<file path="config.mk">
export PLATFORM = sky130hd
export DESIGN_NAME = decode_stage_flat
export DESIGN_NICKNAME = d
export VERILOG_FILES = /design/src/rtl/decode_stage_if.sv /design/src/rtl/decode_stage.sv /design/src/flat_wrapper.sv
export SDC_FILE = /design/constraint.sdc
export NUM_CORES = 1
export LEC_CHECK = 0
export BUFFER_PORTS_ARGS = -buffer_cell sky130_fd_sc_hd__buf_2
export CAP_MARGIN = 20
export CORE_ASPECT_RATIO = 0.5
export CORE_UTILIZATION = 39
export DETAILED_ROUTE_END_ITERATION = 16
export PLACE_DENSITY_LB_ADDON = 0.08
export SYNTH_ARGS = -nofsm -noshare
export SYNTH_HDL_FRONTEND = slang
export SYNTH_SLANG_ARGS = --single-unit
</file>
<file path="constraint.sdc">
create_clock -name i_clk -period 1.4 [get_ports i_clk]
set_clock_uncertainty 0.05 [all_clocks]
set_input_delay 0.14 -clock i_clk [delete_from_list [all_inputs] [get_ports i_clk]]
set_output_delay 0.14 -clock i_clk [all_outputs]
set_load 0.02 [all_outputs]
</file>
<file path="src/rtl/decode_stage_if.sv">
// rtl/decode_stage_if.sv - fetch, issue, writeback and control signals of decode_stage
// slave is the decode stage's view; master is the surrounding pipeline's view.
interface decode_stage_if #(
   parameter int DATA_WIDTH    = 32,
   parameter int ADDRESS_WIDTH = 5
);
   logic                     instr_valid;
   logic [DATA_WIDTH-1:0]    instr;
   logic [DATA_WIDTH-1:0]    pc;
   logic                     instr_ready;
   logic                     dec_valid;
   logic                     dec_ready;
   logic [ADDRESS_WIDTH-1:0] ad1;
   logic [ADDRESS_WIDTH-1:0] ad2;
   logic [ADDRESS_WIDTH-1:0] rd;
   logic [DATA_WIDTH-1:0]    imm;
   logic [DATA_WIDTH-1:0]    pc_out;
   logic [DATA_WIDTH-1:0]    instr_out;
   logic                     writes_rd;
   logic                     uses_rs1;
   logic                     uses_rs2;
   logic                     illegal;
   logic                     wb_we;
   logic [ADDRESS_WIDTH-1:0] wb_ad;
   logic                     flush;
   logic                     sb_clr;

   modport slave (
      input  instr_valid, instr, pc, dec_ready, wb_we, wb_ad, flush, sb_clr,
      output instr_ready, dec_valid, ad1, ad2, rd, imm, pc_out, instr_out,
             writes_rd, uses_rs1, uses_rs2, illegal
   );

   modport master (
      output instr_valid, instr, pc, dec_ready, wb_we, wb_ad, flush, sb_clr,
      input  instr_ready, dec_valid, ad1, ad2, rd, imm, pc_out, instr_out,
             writes_rd, uses_rs1, uses_rs2, illegal
   );
endinterface

</file>
<file path="src/rtl/decode_stage.sv">
// rtl/decode_stage.sv - RV32I registered decode stage with pending-write scoreboard
// DECODE_SCOREBOARD_EN enables the scoreboard and RAW hazard stall.
module decode_stage #(
   parameter int DATA_WIDTH    = 32,
   parameter int ADDRESS_WIDTH = 5
) (
   input  logic          i_clk,
   input  logic          i_rst_n,
   decode_stage_if.slave bus
);
   localparam logic [6:0] OP_LUI    = 7'b0110111;
   localparam logic [6:0] OP_AUIPC  = 7'b0010111;
   localparam logic [6:0] OP_JAL    = 7'b1101111;
   localparam logic [6:0] OP_JALR   = 7'b1100111;
   localparam logic [6:0] OP_BRANCH = 7'b1100011;
   localparam logic [6:0] OP_LOAD   = 7'b0000011;
   localparam logic [6:0] OP_STORE  = 7'b0100011;
   localparam logic [6:0] OP_IMM    = 7'b0010011;
   localparam logic [6:0] OP_OP     = 7'b0110011;

   logic                     r_held_valid;
   logic [DATA_WIDTH-1:0]    r_instr;
   logic [DATA_WIDTH-1:0]    r_pc;

   logic                     w_accept;
   logic                     w_fire;
   logic                     w_hazard;
   logic                     w_dec_valid;
   logic                     w_instr_ready;
   logic [6:0]               w_opcode;
   logic [ADDRESS_WIDTH-1:0] w_rs1_field;
   logic [ADDRESS_WIDTH-1:0] w_rs2_field;
   logic [ADDRESS_WIDTH-1:0] w_rd_field;
   logic                     w_has_rd;
   logic                     w_use1;
   logic                     w_use2;
   logic                     w_ill;
   logic [DATA_WIDTH-1:0]    w_imm;
   logic [ADDRESS_WIDTH-1:0] w_ad1;
   logic [ADDRESS_WIDTH-1:0] w_ad2;
   logic [ADDRESS_WIDTH-1:0] w_rd;
   logic                     w_uses_rs1;
   logic                     w_uses_rs2;
   logic                     w_writes_rd;

   assign w_accept      = bus.instr_valid && w_instr_ready;
   assign w_fire        = w_dec_valid && bus.dec_ready;
   assign w_instr_ready = i_rst_n && (!r_held_valid || w_fire);
   assign w_dec_valid   = r_held_valid && !w_hazard;

   // Flush wins over both a same-cycle accept and a same-cycle fire.
   always_ff @(posedge i_clk) begin
      if (!i_rst_n) begin
         r_held_valid <= 1'b0;
         r_instr      <= '0;
         r_pc         <= '0;
      end else if (bus.flush) begin
         r_held_valid <= 1'b0;
      end else if (w_accept) begin
         r_held_valid <= 1'b1;
         r_instr      <= bus.instr;
         r_pc         <= bus.pc;
      end else if (w_fire) begin
         r_held_valid <= 1'b0;
      end
   end

   assign w_opcode    = r_instr[6:0];
   assign w_rs1_field = ADDRESS_WIDTH'(r_instr[19:15]);
   assign w_rs2_field = ADDRESS_WIDTH'(r_instr[24:20]);
   assign w_rd_field  = ADDRESS_WIDTH'(r_instr[11:7]);

   always_comb begin
      w_has_rd = 1'b0;
      w_use1   = 1'b0;
      w_use2   = 1'b0;
      w_ill    = 1'b0;
      w_imm    = '0;
      case (w_opcode)
         OP_LUI, OP_AUIPC: begin
            w_has_rd = 1'b1;
            w_imm    = DATA_WIDTH'($signed({r_instr[31:12], 12'b0}));
         end
         OP_JAL: begin
            w_has_rd = 1'b1;
            w_imm    = DATA_WIDTH'($signed({r_instr[31], r_instr[19:12], r_instr[20],
                                            r_instr[30:21], 1'b0}));
         end
         OP_JALR, OP_LOAD, OP_IMM: begin
            w_has_rd = 1'b1;
            w_use1   = 1'b1;
            w_imm    = DATA_WIDTH'($signed(r_instr[31:20]));
         end
         OP_BRANCH: begin
            w_use1 = 1'b1;
            w_use2 = 1'b1;
            w_imm  = DATA_WIDTH'($signed({r_instr[31], r_instr[7], r_instr[30:25],
                                          r_instr[11:8], 1'b0}));
         end
         OP_STORE: begin
            w_use1 = 1'b1;
            w_use2 = 1'b1;
            w_imm  = DATA_WIDTH'($signed({r_instr[31:25], r_instr[11:7]}));
         end
         OP_OP: begin
            w_has_rd = 1'b1;
            w_use1   = 1'b1;
            w_use2   = 1'b1;
         end
         default: w_ill = 1'b1;
      endcase
   end

   // Everything is gated by held_valid so an empty slot presents all-zero decode.
   assign w_uses_rs1  = r_held_valid && w_use1;
   assign w_uses_rs2  = r_held_valid && w_use2;
   assign w_ad1       = w_uses_rs1 ? w_rs1_field : '0;
   assign w_ad2       = w_uses_rs2 ? w_rs2_field : '0;
   assign w_rd        = (r_held_valid && w_has_rd) ? w_rd_field : '0;
   assign w_writes_rd = r_held_valid && w_has_rd && (w_rd_field != '0);

`ifdef DECODE_SCOREBOARD_EN
   localparam int NREG = 2 ** ADDRESS_WIDTH;

   logic [NREG-1:0] r_pending;
   logic [NREG-1:0] w_set_mask;
   logic [NREG-1:0] w_clr_mask;

   assign w_set_mask = (w_fire && w_writes_rd && !bus.flush) ? (NREG'(1) << w_rd) : '0;
   assign w_clr_mask = bus.wb_we ? (NREG'(1) << bus.wb_ad) : '0;

   // Set after clear so an issuing producer wins over a same-index retire.
   always_ff @(posedge i_clk) begin
      if (!i_rst_n || bus.sb_clr) begin
         r_pending <= '0;
      end else begin
         r_pending <= ((r_pending & ~w_clr_mask) | w_set_mask) & ~NREG'(1);
      end
   end

   assign w_hazard = r_held_valid && ((w_uses_rs1 && r_pending[w_ad1]) ||
                                      (w_uses_rs2 && r_pending[w_ad2]));
`else
   logic w_unused;
   assign w_unused = &{1'b0, bus.wb_we, bus.wb_ad, bus.sb_clr};
   assign w_hazard = 1'b0;
`endif

   assign bus.instr_ready = w_instr_ready;
   assign bus.dec_valid   = w_dec_valid;
   assign bus.ad1         = w_ad1;
   assign bus.ad2         = w_ad2;
   assign bus.rd          = w_rd;
   assign bus.imm         = r_held_valid ? w_imm : '0;
   assign bus.pc_out      = r_pc;
   assign bus.instr_out   = r_instr;
   assign bus.writes_rd   = w_writes_rd;
   assign bus.uses_rs1    = w_uses_rs1;
   assign bus.uses_rs2    = w_uses_rs2;
   assign bus.illegal     = r_held_valid && w_ill;
endmodule

</file>
<file path="src/flat_wrapper.sv">
// flat-port wrapper written by rule: the top's interface ports become plain ports
module decode_stage_flat 
#(
   parameter int DATA_WIDTH    = 32,
   parameter int ADDRESS_WIDTH = 5
)
  (i_clk, i_rst_n, bus_instr_valid, bus_instr, bus_pc, bus_dec_ready, bus_wb_we, bus_wb_ad, bus_flush, bus_sb_clr, bus_instr_ready, bus_dec_valid, bus_ad1, bus_ad2, bus_rd, bus_imm, bus_pc_out, bus_instr_out, bus_writes_rd, bus_uses_rs1, bus_uses_rs2, bus_illegal);
  decode_stage_if #(.DATA_WIDTH(DATA_WIDTH), .ADDRESS_WIDTH(ADDRESS_WIDTH)) bus_i ();
  input  logic i_clk;
  input  logic i_rst_n;
  input wire logic [$bits(bus_i.instr_valid)-1:0] bus_instr_valid;
  input wire logic [$bits(bus_i.instr)-1:0] bus_instr;
  input wire logic [$bits(bus_i.pc)-1:0] bus_pc;
  input wire logic [$bits(bus_i.dec_ready)-1:0] bus_dec_ready;
  input wire logic [$bits(bus_i.wb_we)-1:0] bus_wb_we;
  input wire logic [$bits(bus_i.wb_ad)-1:0] bus_wb_ad;
  input wire logic [$bits(bus_i.flush)-1:0] bus_flush;
  input wire logic [$bits(bus_i.sb_clr)-1:0] bus_sb_clr;
  output wire logic [$bits(bus_i.instr_ready)-1:0] bus_instr_ready;
  output wire logic [$bits(bus_i.dec_valid)-1:0] bus_dec_valid;
  output wire logic [$bits(bus_i.ad1)-1:0] bus_ad1;
  output wire logic [$bits(bus_i.ad2)-1:0] bus_ad2;
  output wire logic [$bits(bus_i.rd)-1:0] bus_rd;
  output wire logic [$bits(bus_i.imm)-1:0] bus_imm;
  output wire logic [$bits(bus_i.pc_out)-1:0] bus_pc_out;
  output wire logic [$bits(bus_i.instr_out)-1:0] bus_instr_out;
  output wire logic [$bits(bus_i.writes_rd)-1:0] bus_writes_rd;
  output wire logic [$bits(bus_i.uses_rs1)-1:0] bus_uses_rs1;
  output wire logic [$bits(bus_i.uses_rs2)-1:0] bus_uses_rs2;
  output wire logic [$bits(bus_i.illegal)-1:0] bus_illegal;
  assign bus_i.instr_valid = bus_instr_valid;
  assign bus_i.instr = bus_instr;
  assign bus_i.pc = bus_pc;
  assign bus_i.dec_ready = bus_dec_ready;
  assign bus_i.wb_we = bus_wb_we;
  assign bus_i.wb_ad = bus_wb_ad;
  assign bus_i.flush = bus_flush;
  assign bus_i.sb_clr = bus_sb_clr;
  assign bus_instr_ready = bus_i.instr_ready;
  assign bus_dec_valid = bus_i.dec_valid;
  assign bus_ad1 = bus_i.ad1;
  assign bus_ad2 = bus_i.ad2;
  assign bus_rd = bus_i.rd;
  assign bus_imm = bus_i.imm;
  assign bus_pc_out = bus_i.pc_out;
  assign bus_instr_out = bus_i.instr_out;
  assign bus_writes_rd = bus_i.writes_rd;
  assign bus_uses_rs1 = bus_i.uses_rs1;
  assign bus_uses_rs2 = bus_i.uses_rs2;
  assign bus_illegal = bus_i.illegal;
  decode_stage #(.DATA_WIDTH(DATA_WIDTH), .ADDRESS_WIDTH(ADDRESS_WIDTH)) u_core (.i_clk(i_clk), .i_rst_n(i_rst_n), .bus(bus_i));
endmodule
</file>
==> results of run 1 <==
worst max-delay path by stage:
stage,end,slack [ns],cells after the start
2_1_floorplan,bus_imm[12],-0.32,6
3_3_place_gp,bus_imm[15],-0.34,6
3_5_place_dp,bus_imm[19],-0.35,6
4_1_cts,bus_imm[16],-0.67,5
5_1_grt,bus_imm[27],-0.71,7
6_report,bus_imm[13],-0.62,6
registers in the layout (all words and copies together), names as in the netlist:
signal and flops:
u_core.bus.pc_out 32, u_core.bus.instr_out 32, u_core.bus.dec_valid 1
cell type report:
class | instances | area [µm²]
clock buffers | 10 | 229
clock inverters | 6 | 67.6
fillers | 534 | 1660
inverters | 4 | 15.0
multi-input cells | 325 | 2190
flip-flops and latches | 65 | 1320
well taps | 108 | 135
repair buffers | 264 | 2010
worst max-delay path, stage by stage, from the launching register on:
cell                      delay [ns]
sky130_fd_sc_hd__dfxtp_4        0.37
sky130_fd_sc_hd__or3b_4         0.42
sky130_fd_sc_hd__a21oi_4        0.18
sky130_fd_sc_hd__buf_12         0.15
sky130_fd_sc_hd__nand2_1        0.09
sky130_fd_sc_hd__a21oi_4        0.16
sky130_fd_sc_hd__buf_6          0.13
cell families (layout without fill, tap and decap cells):
kind of cell,count (synthesis),in the layout,synth area share (%)
simple gates,212,212,30.0
compound gates,113,113,24.2
flops,65,65,40.7
buf+inv,34,284,5.13
through the flow:
step           instances  area [µm²]  setup TNS (ns)
6_report             782        5960          -29.87
5_1_grt              782        5960          -33.76
4_1_cts              780        5850          -30.39
3_5_place_dp         739        5020          -14.37
3_3_place_gp         739        5020          -13.86
2_1_floorplan        424        3620          -13.89
power breakdown:
part	leakage [nW]	internal, W	switching, W
combinational	1.80	0.000288	0.000304
sequential	0.533	0.00191	0.0000496
clock	0.139	0.00138	0.000858
total	2.48	0.00358	0.00121
repair_timing:
item,in CTS,in global routing
setup buffers,4,2
hold buffers,21,0
pin swaps,17,14
resized for setup,87,29
endpoints found under the hold margin,21,0
cloned,0,0
setup endpoints to repair,79,99
per-layer routing:
metal  global-route usage, %  share of wire [%]  up-vias  wire (µm)
met1                    30.3                 43     1715       4800
met5                       0                  0        -          0
met3                    9.06                7.0       18        776
met2                    44.9                 48      120       5300
li1                        -                  -     1900          -
met4                    7.85                1.8        0        194
cell usage after synthesis, drive strengths merged:
cell    count  area, µm²
or3         1       6.26
nor4b       1       23.8
nor2        6       25.0
nand4b      2       17.5
o21a        1       7.51
nor4        2       27.5
nand2b      2       12.5
o21ai       9       52.6
nand3       4       25.0
clkbuf     12       45.0
or3b        1       11.3
dfxtp      65       1300
nor3b       1       7.51
a21boi     65        488
inv         4       15.0
a21oi      33        180
a22oi       1       7.51
nor3        1       5.00
nand2     162        608
or4         2       15.0
a211oi      2       25.0
and3        6       37.5
a31oi       2       12.5
or2         4       27.5
buf        18        104
nand3b      1       7.51
nor2b       2       12.5
and2       14       87.6
==> results.yml, run 1 <==
worst_setup_path:
  worst-r2r-cell-count: 5
  cp-startpoint: "u_core.bus.instr_out[6]"
  cp_data_arrival_time_ns: 1.83
  ff2ff_setup_slack_ns: 0.10
  critPathCaptureType: "output port"
  crit_fanout: 8
  worst_r2r_endpoint: "u_core.bus.pc_out[12]"
  reg2reg_from: "u_core.bus.dec_valid"
  worst-setup-path-type: "flip-flop to output port"
  cp.required_ns: 1.21
  worst_setup_path_start_kind: "flip-flop"
worst_hold_path:
  min_delay_path_depth: 3
  holdCritPathClass: "primary input to flip-flop"
  worst_hold_path.endpoint: "u_core.bus.pc_out[24]"
  min_from: "bus_pc[24]"
route:
  wl_per_cell_um: 14.2
  detailroute.via_count: 3753
  drt_first_pass_iters: 4
  remaining_drc_errors: 0
  drt_iter0_drc: 167
  antenna_violating_nets_remaining: 0
  drt-total-wl_um: 11100
  route.detailed.vias_per_inst: 4.80
yosys:
  synthCells: 424
  yosysSeqAreaShare_pct: 40.7
  yosys_warnings: 0
  yosysUniqueCellTypes: 41
  synth_nets: 500
  postSynthRegisterBits: 65
  synthesis.area_per_instance_um2: 7.54
  mappedNetlistArea_um2: 3200
clock_tree:
  tritoncts_clock_tree: "yes"
  ctsLongestPathBuffers: 2
  clock_latency_ns: 0.33
  cts_made_buffers: 9
  cts.sinks: 65
  path_clk_slew_ns: 0.06
  cts_root_buffer: "sky130_fd_sc_hd__clkbuf_16"
  htree_num_levels: 3
floorplan:
  top_level_pins: 193
  area_enclosed_by_the_die_boundary_um2: 8580
  core_area_um2: 7620
  fp-row-count: 22
  die_h_um: 66.0
  die_width_um: 130
  starting_utilization_of_the_core_area_pct: 41.9
pwr:
  total_power_w: 0.00480
  power.leakage_nw: 2.48
  pwr_density_cell_nw_per_um2: 804
  vdd_ir_drop_max_v: 0.000697
grt:
  first_global_vias: 3533
  gr-total-overflow: 0
  grt_pass1_wl_um: 17100
  total_routing_usage_reported_by_global_routing_pct: 25.9
  grt_antenna_before_repair: 0
  grt_start_max_net_pins: 66
sta:
  worst_hold_slack_ns: 0.00573
  grt_setup_unrepaired: "true"
  timing.final.hold_violations: 0
  min_period_over_period_pct: 145
  clock_period_minus_final_worst_setup_slack_ns: 2.02
  drv_slew: 0
  tightest_slew_ns: 0.575
  slew_headroom_pct: 61.6
  setup_viol: 51
  timing.final.ws_setup_ns: -0.623
  max_freq_mhz: 494
flow_run:
  maxCapViolCount: 0
layout:
  synthToLayoutAreaGrowth_pct: 86.6
  num-nets-final: 745
  post-route-util_pct: 78.2
  most_frequent_cells_in_the_layout: "sky130_fd_sc_hd__nand2_1 (155), sky130_fd_sc_hd__buf_2 (134), sky130_fd_sc_hd__dfxtp_1 (56), sky130_fd_sc_hd__a21boi_0 (54), sky130_fd_sc_hd__buf_4 (54)"
  mostFrequentLayoutCell: "sky130_fd_sc_hd__nand2_1"
  antenna_cells_inserted: 0
  final_layout_size_suffix_gt1_share_pct: 51.8
placement:
  pre_cts_slack_ns: -0.352
  place.port_buffers: 185
  post_dp_hpwl_um: 7370
  place.gp.congestion: 0.808
outcome:
  outcome: "finished, violations left"
  failed_checks: "setup timing"
Note: power is estimated with default switching activity, not from simulation.
==> inputs of run 2 (changes only) <==
- CORE_UTILIZATION: 39 -> 48
- CTS_BUF_LIST: default -> sky130_fd_sc_hd__clkbuf_8
- clock period: 1.4 -> 2.4 ns (I/O delays scaled with it)
==> results.yml, run 2 (synthesis results as in run 1) <==
pwr:
  cellInternalPower_w: 0.00171
  power.clock.fraction_pct: 39.2
  vdd_ir_drop_max_v: 0.000459
  power.share.switching_pct: 26.5
  total_switching_power_w: 0.000615
  pwr-share-seq_pct: 49.5
  pwr-share-comb_pct: 11.3
  power.leakage_nw: 1.99
  pwr_density_cell_nw_per_um2: 528
floorplan:
  top_level_pins: 193
  area_enclosed_by_the_die_boundary_um2: 7010
  die_width_um: 117
  die_h_um: 59.7
  core_area_um2: 6260
  starting_utilization_of_the_core_area_pct: 51.1
  fp-row-count: 20
route:
  drt_first_pass_iters: 4
  met3_wl_post_dr_um: 765
  remaining_drc_errors: 0
  route.detailed.vias_per_inst: 4.99
  maxUsedRoutingLayer: "met4"
  wl_per_cell_um: 13.0
  antenna_violating_nets_remaining: 0
  wl_met1_um: 3830
  detailroute.via_count: 3452
  drt-total-wl_um: 9000
  detailroute.wirelength.met2_um: 4390
  drt_iter0_drc: 134
layout:
  most_frequent_cells_in_the_layout: "sky130_fd_sc_hd__buf_2 (185), sky130_fd_sc_hd__nand2_1 (162), sky130_fd_sc_hd__dfxtp_1 (61), sky130_fd_sc_hd__a21boi_0 (54), sky130_fd_sc_hd__a21oi_1 (31)"
  final_layout_size_suffix_gt1_share_pct: 37.7
  antenna_cells_inserted: 0
  num-nets-final: 675
  mostFrequentLayoutCell: "sky130_fd_sc_hd__buf_2"
  stdcell_count: 692
  synthToLayoutAreaGrowth_pct: 37.7
  post-route-util_pct: 70.4
sta:
  drv_slew: 0
  setup_viol: 0
  timing.final.hold_violations: 0
  grt_setup_unrepaired: "false"
  min_period_over_period_pct: 95.0
  finalSetupTns_ns: 0
  max_freq_mhz: 438
  slew_headroom_pct: 60.3
  tightest_slew_ns: 0.595
  clock_period_minus_final_worst_setup_slack_ns: 2.28
grt:
  grt_pass1_wl_um: 14000
  grt_antenna_before_repair: 0
  first_global_vias: 3009
  total_routing_usage_reported_by_global_routing_pct: 25.6
  grt_start_max_net_pins: 66
  gr-total-overflow: 0
clock_tree:
  ctsLongestPathBuffers: 2
  path_clk_slew_ns: 0.07
  tritoncts_clock_tree: "yes"
  cts_made_buffers: 9
  clock_latency_ns: 0.35
  htree_num_levels: 3
  cts_root_buffer: "sky130_fd_sc_hd__clkbuf_8"
  cts.sinks: 65
placement:
  place.gp.congestion: 0.843
  place.port_buffers: 185
  placed_cells_incl_taps: 674
  post_dp_hpwl_um: 6210
worst_setup_path:
  worst-setup-path-type: "flip-flop to output port"
  cp.required_ns: 2.11
  cp_data_arrival_time_ns: 1.99
  crit_fanout: 11
  worst_setup_path_start_kind: "flip-flop"
  critPathCaptureType: "output port"
worst_hold_path:
  holdCritPathClass: "primary input to flip-flop"
flow_run:
  maxCapViolCount: 0
outcome:
  outcome: "completed"
==> run 2: layout make-up <==
class | count | area, µm²
fill | 583 | 1850
multi-input combinational | 326 | 1760
sequential | 65 | 1310
timing repair buffer | 193 | 1010
clock buffer | 9 | 124
tap | 88 | 110
clock inverter | 7 | 71.3
inverter | 4 | 15.0
==> run 2: path summary, 6_finish.rpt <==
kind,startpoint,to,slack [ns],cells past startpoint
min reg2reg,u_core.bus.pc_out[19],u_core.bus.pc_out[19],0.41,2
max,u_core.bus.instr_out[2],bus_imm[22],0.12,6
max reg2reg,u_core.bus.dec_valid,u_core.bus.pc_out[23],0.82,5
min,bus_instr[23],u_core.bus.instr_out[23],0.07,3
==> run 2: layer usage <==
metal  track usage, %  up-vias
met5                0        -
met4             5.19        0
met3             12.1        4
met2             44.0      116
met1             29.8     1584
li1                 -     1748
==> run 2: stage by stage <==
step / hold slack (ns) / setup slack [ns] / total power [W] / instance area [µm²]
after floorplan: 0.325 / 0.256 / 0.00132 / 3200
after global placement: 0.397 / 0.198 / 0.00143 / 4140
after global routing: 0.0479 / 0.0139 / 0.00243 / 4400
final: 0.0667 / 0.119 / 0.00232 / 4400
after detailed placement: 0.403 / 0.175 / 0.00143 / 4160
after CTS: 0.0457 / 0.00696 / 0.00235 / 4370
==> run 2: worst max-delay path: stages, from the launching register on <==
cell and delay, ns:
sky130_fd_sc_hd__dfxtp_2 0.37, sky130_fd_sc_hd__or2_4 0.30, sky130_fd_sc_hd__nor4_4 0.23, sky130_fd_sc_hd__buf_4 0.19, sky130_fd_sc_hd__o21ai_2 0.15, sky130_fd_sc_hd__a21oi_1 0.20, sky130_fd_sc_hd__buf_2 0.19
==> run 2: repair_timing <==
action,4_1_cts,5_1_grt
resized for setup,3,5
setup endpoints to repair,26,45
hold endpoints to repair,0,0
hold buffers,0,0
gates cloned,0,1
pin swaps,0,2
buffers inserted,0,1
==> run 2: power groups by stage <==
stage	combinational [W]	clock [W]	sequential, W
2_1_floorplan	0.000106	0	0.00121
3_3_place_gp	0.000257	0	0.00117
3_5_place_dp	0.000262	0	0.00117
4_1_cts	0.000264	0.000938	0.00115
5_1_grt	0.000288	0.000988	0.00115
6_report	0.000263	0.000911	0.00115
==> inputs of run 3 (changes only) <==
- CAP_MARGIN: 20 -> 10
- MAX_ROUTING_LAYER: default -> met4
==> results.yml, run 3 (synthesis results as in run 1) <==
floorplan:
  core_area_um2: 6260
  area_enclosed_by_the_die_boundary_um2: 7010
  starting_utilization_of_the_core_area_pct: 51.1
  top_level_pins: 193
  die_h_um: 59.7
  die_width_um: 117
  fp-row-count: 20
worst_setup_path:
  worst-setup-path-type: "flip-flop to output port"
  timing.critical_path.slowest_stage_cell: "sky130_fd_sc_hd__dfxtp_1"
  timing.critical_path.cells: "buf_4, nand2_1, a211oi_4, o21ai_4, a31oi_1, buf_2"
  crit_fanout: 13
  critPathCaptureType: "output port"
  cp.buffers_inverters: 2
  critical_path.top_delay_family: "compound AO/OA/AOI/OAI gates"
  worst_setup_path_start_kind: "flip-flop"
  cp.required_ns: 2.11
  critical_path.max_stage_delay_ns: 0.44
  cp_data_arrival_time_ns: 2.02
flow_run:
  maxCapViolCount: 0
grt:
  grt_start_max_net_pins: 66
  gr-total-overflow: 0
  total_routing_usage_reported_by_global_routing_pct: 26.7
  grt_pass1_wl_um: 14200
  grt_antenna_before_repair: 0
  first_global_vias: 3064
layout:
  stdcell_count: 691
  layout.area.seq_um2: 1310
  num-nets-final: 674
  synthToLayoutAreaGrowth_pct: 39.7
  area_of_the_multi_input_gates_um2: 1790
  antenna_cells_inserted: 0
  most_frequent_cells_in_the_layout: "sky130_fd_sc_hd__buf_2 (185), sky130_fd_sc_hd__nand2_1 (162), sky130_fd_sc_hd__dfxtp_1 (62), sky130_fd_sc_hd__a21boi_0 (54), sky130_fd_sc_hd__a21oi_1 (31)"
  final_layout_size_suffix_gt1_share_pct: 37.5
  fillerInstances: 587
  mostFrequentLayoutCell: "sky130_fd_sc_hd__buf_2"
sta:
  max_freq_mhz: 433
  slew_headroom_pct: 21.1
  timing.final.hold_violations: 0
  tightest_slew_ns: 1.18
  worst_hold_slack_ns: 0.0714
  clock_period_minus_final_worst_setup_slack_ns: 2.31
  grt_setup_unrepaired: "true"
  min_period_over_period_pct: 96.2
  timing.final.ws_setup_ns: 0.0907
  drv_slew: 0
  setup_viol: 0
route:
  antenna_violating_nets_remaining: 0
  drt_iter0_drc: 188
  remaining_drc_errors: 0
  route.detailed.vias_per_inst: 5.04
  drt-total-wl_um: 9070
  drt_first_pass_iters: 4
  wl_per_cell_um: 13.1
  detailroute.via_count: 3481
clock_tree:
  cts_root_buffer: "sky130_fd_sc_hd__clkbuf_8"
  cts.sinks: 65
  clock_latency_ns: 0.35
  path_clk_slew_ns: 0.08
  ctsLongestPathBuffers: 2
  hold_fix_buffers_cts: 0
  htree_num_levels: 3
  tritoncts_clock_tree: "yes"
  cts_made_buffers: 9
pwr:
  pwr_density_cell_nw_per_um2: 576
  vdd_ir_drop_max_v: 0.000470
  power.leakage_nw: 2.01
placement:
  pre_cts_slack_ns: 0.165
  placed_cells_incl_taps: 673
  place.port_buffers: 185
  place.gp.congestion: 0.857
  post_dp_hpwl_um: 6150
worst_hold_path:
  holdCritPathClass: "primary input to flip-flop"
outcome:
  outcome: "completed"
run 3: changes by cell type in the layout (fill, tap and decap cells not counted), sizes merged:
cell    previous run  this run
buf              193       192
bufinv             1         3
clkinv             6         1
inv                4         7
run 3: power by group:
part / total, W / switching (W) / internal [W]
Clock: 0.00116 / 0.000459 / 0.000702
Sequential: 0.00115 / 0.0000344 / 0.00111
Combinational: 0.000262 / 0.000149 / 0.000112
run 3: worst min-delay path, stage by stage:
cell                       delay (ns)
sky130_fd_sc_hd__buf_2           0.09
sky130_fd_sc_hd__nand2_1         0.05
sky130_fd_sc_hd__a21boi_1        0.05
run 3: cell type report:
type                       count  share of cell area, %
multi-input combinational    326                   40.2
sequential                    65                   29.2
timing repair buffer         192                   22.2
clock inverter                 7                   2.80
clock buffer                   9                   2.77
tap                           88                   2.47
inverter                       4                  0.336
run 3: path summary, 6_finish.rpt:
path / cells after the start / start / slack (ns) / to
min: 3 / bus_instr[30] / 0.07 / u_core.bus.instr_out[30]
min reg2reg: 2 / u_core.bus.pc_out[31] / 0.41 / u_core.bus.pc_out[31]
max: 6 / u_core.bus.instr_out[4] / 0.09 / bus_imm[11]
max reg2reg: 4 / u_core.bus.dec_valid / 0.48 / u_core.bus.pc_out[23]
run 3: per-stage QoR:
| stage | total power, W | cell area [µm²] | TNS, ns | util [%] |
|---|---|---|---|---|
| after floorplan | 0.00132 | 3200 | 0 | - |
| after global placement | 0.00143 | 4140 | 0 | 66.2 |
| after detailed placement | 0.00143 | 4140 | 0 | 66.2 |
| after CTS | 0.00260 | 4400 | 0 | 70.4 |
| after global routing | 0.00269 | 4460 | -0.369 | 71.4 |
| final | 0.00257 | 4460 | 0 | 71.4 |
run 3: repair_timing:
item,in CTS,in global routing
resized for setup,3,8
buffers inserted,0,1
pin swaps,0,2
cloned,0,1
setup endpoints to repair,26,45
run 3: per-layer routing:
| layer | wire [µm] | vias up | track usage, % |
|---|---|---|---|
| li1 | - | 1749 | - |
| met3 | 631 | 6 | 9.73 |
| met4 | 43 | 0 | 7.98 |
| met1 | 4040 | 1605 | 30.7 |
| met2 | 4350 | 121 | 44.5 |
| met5 | 0 | - | - |
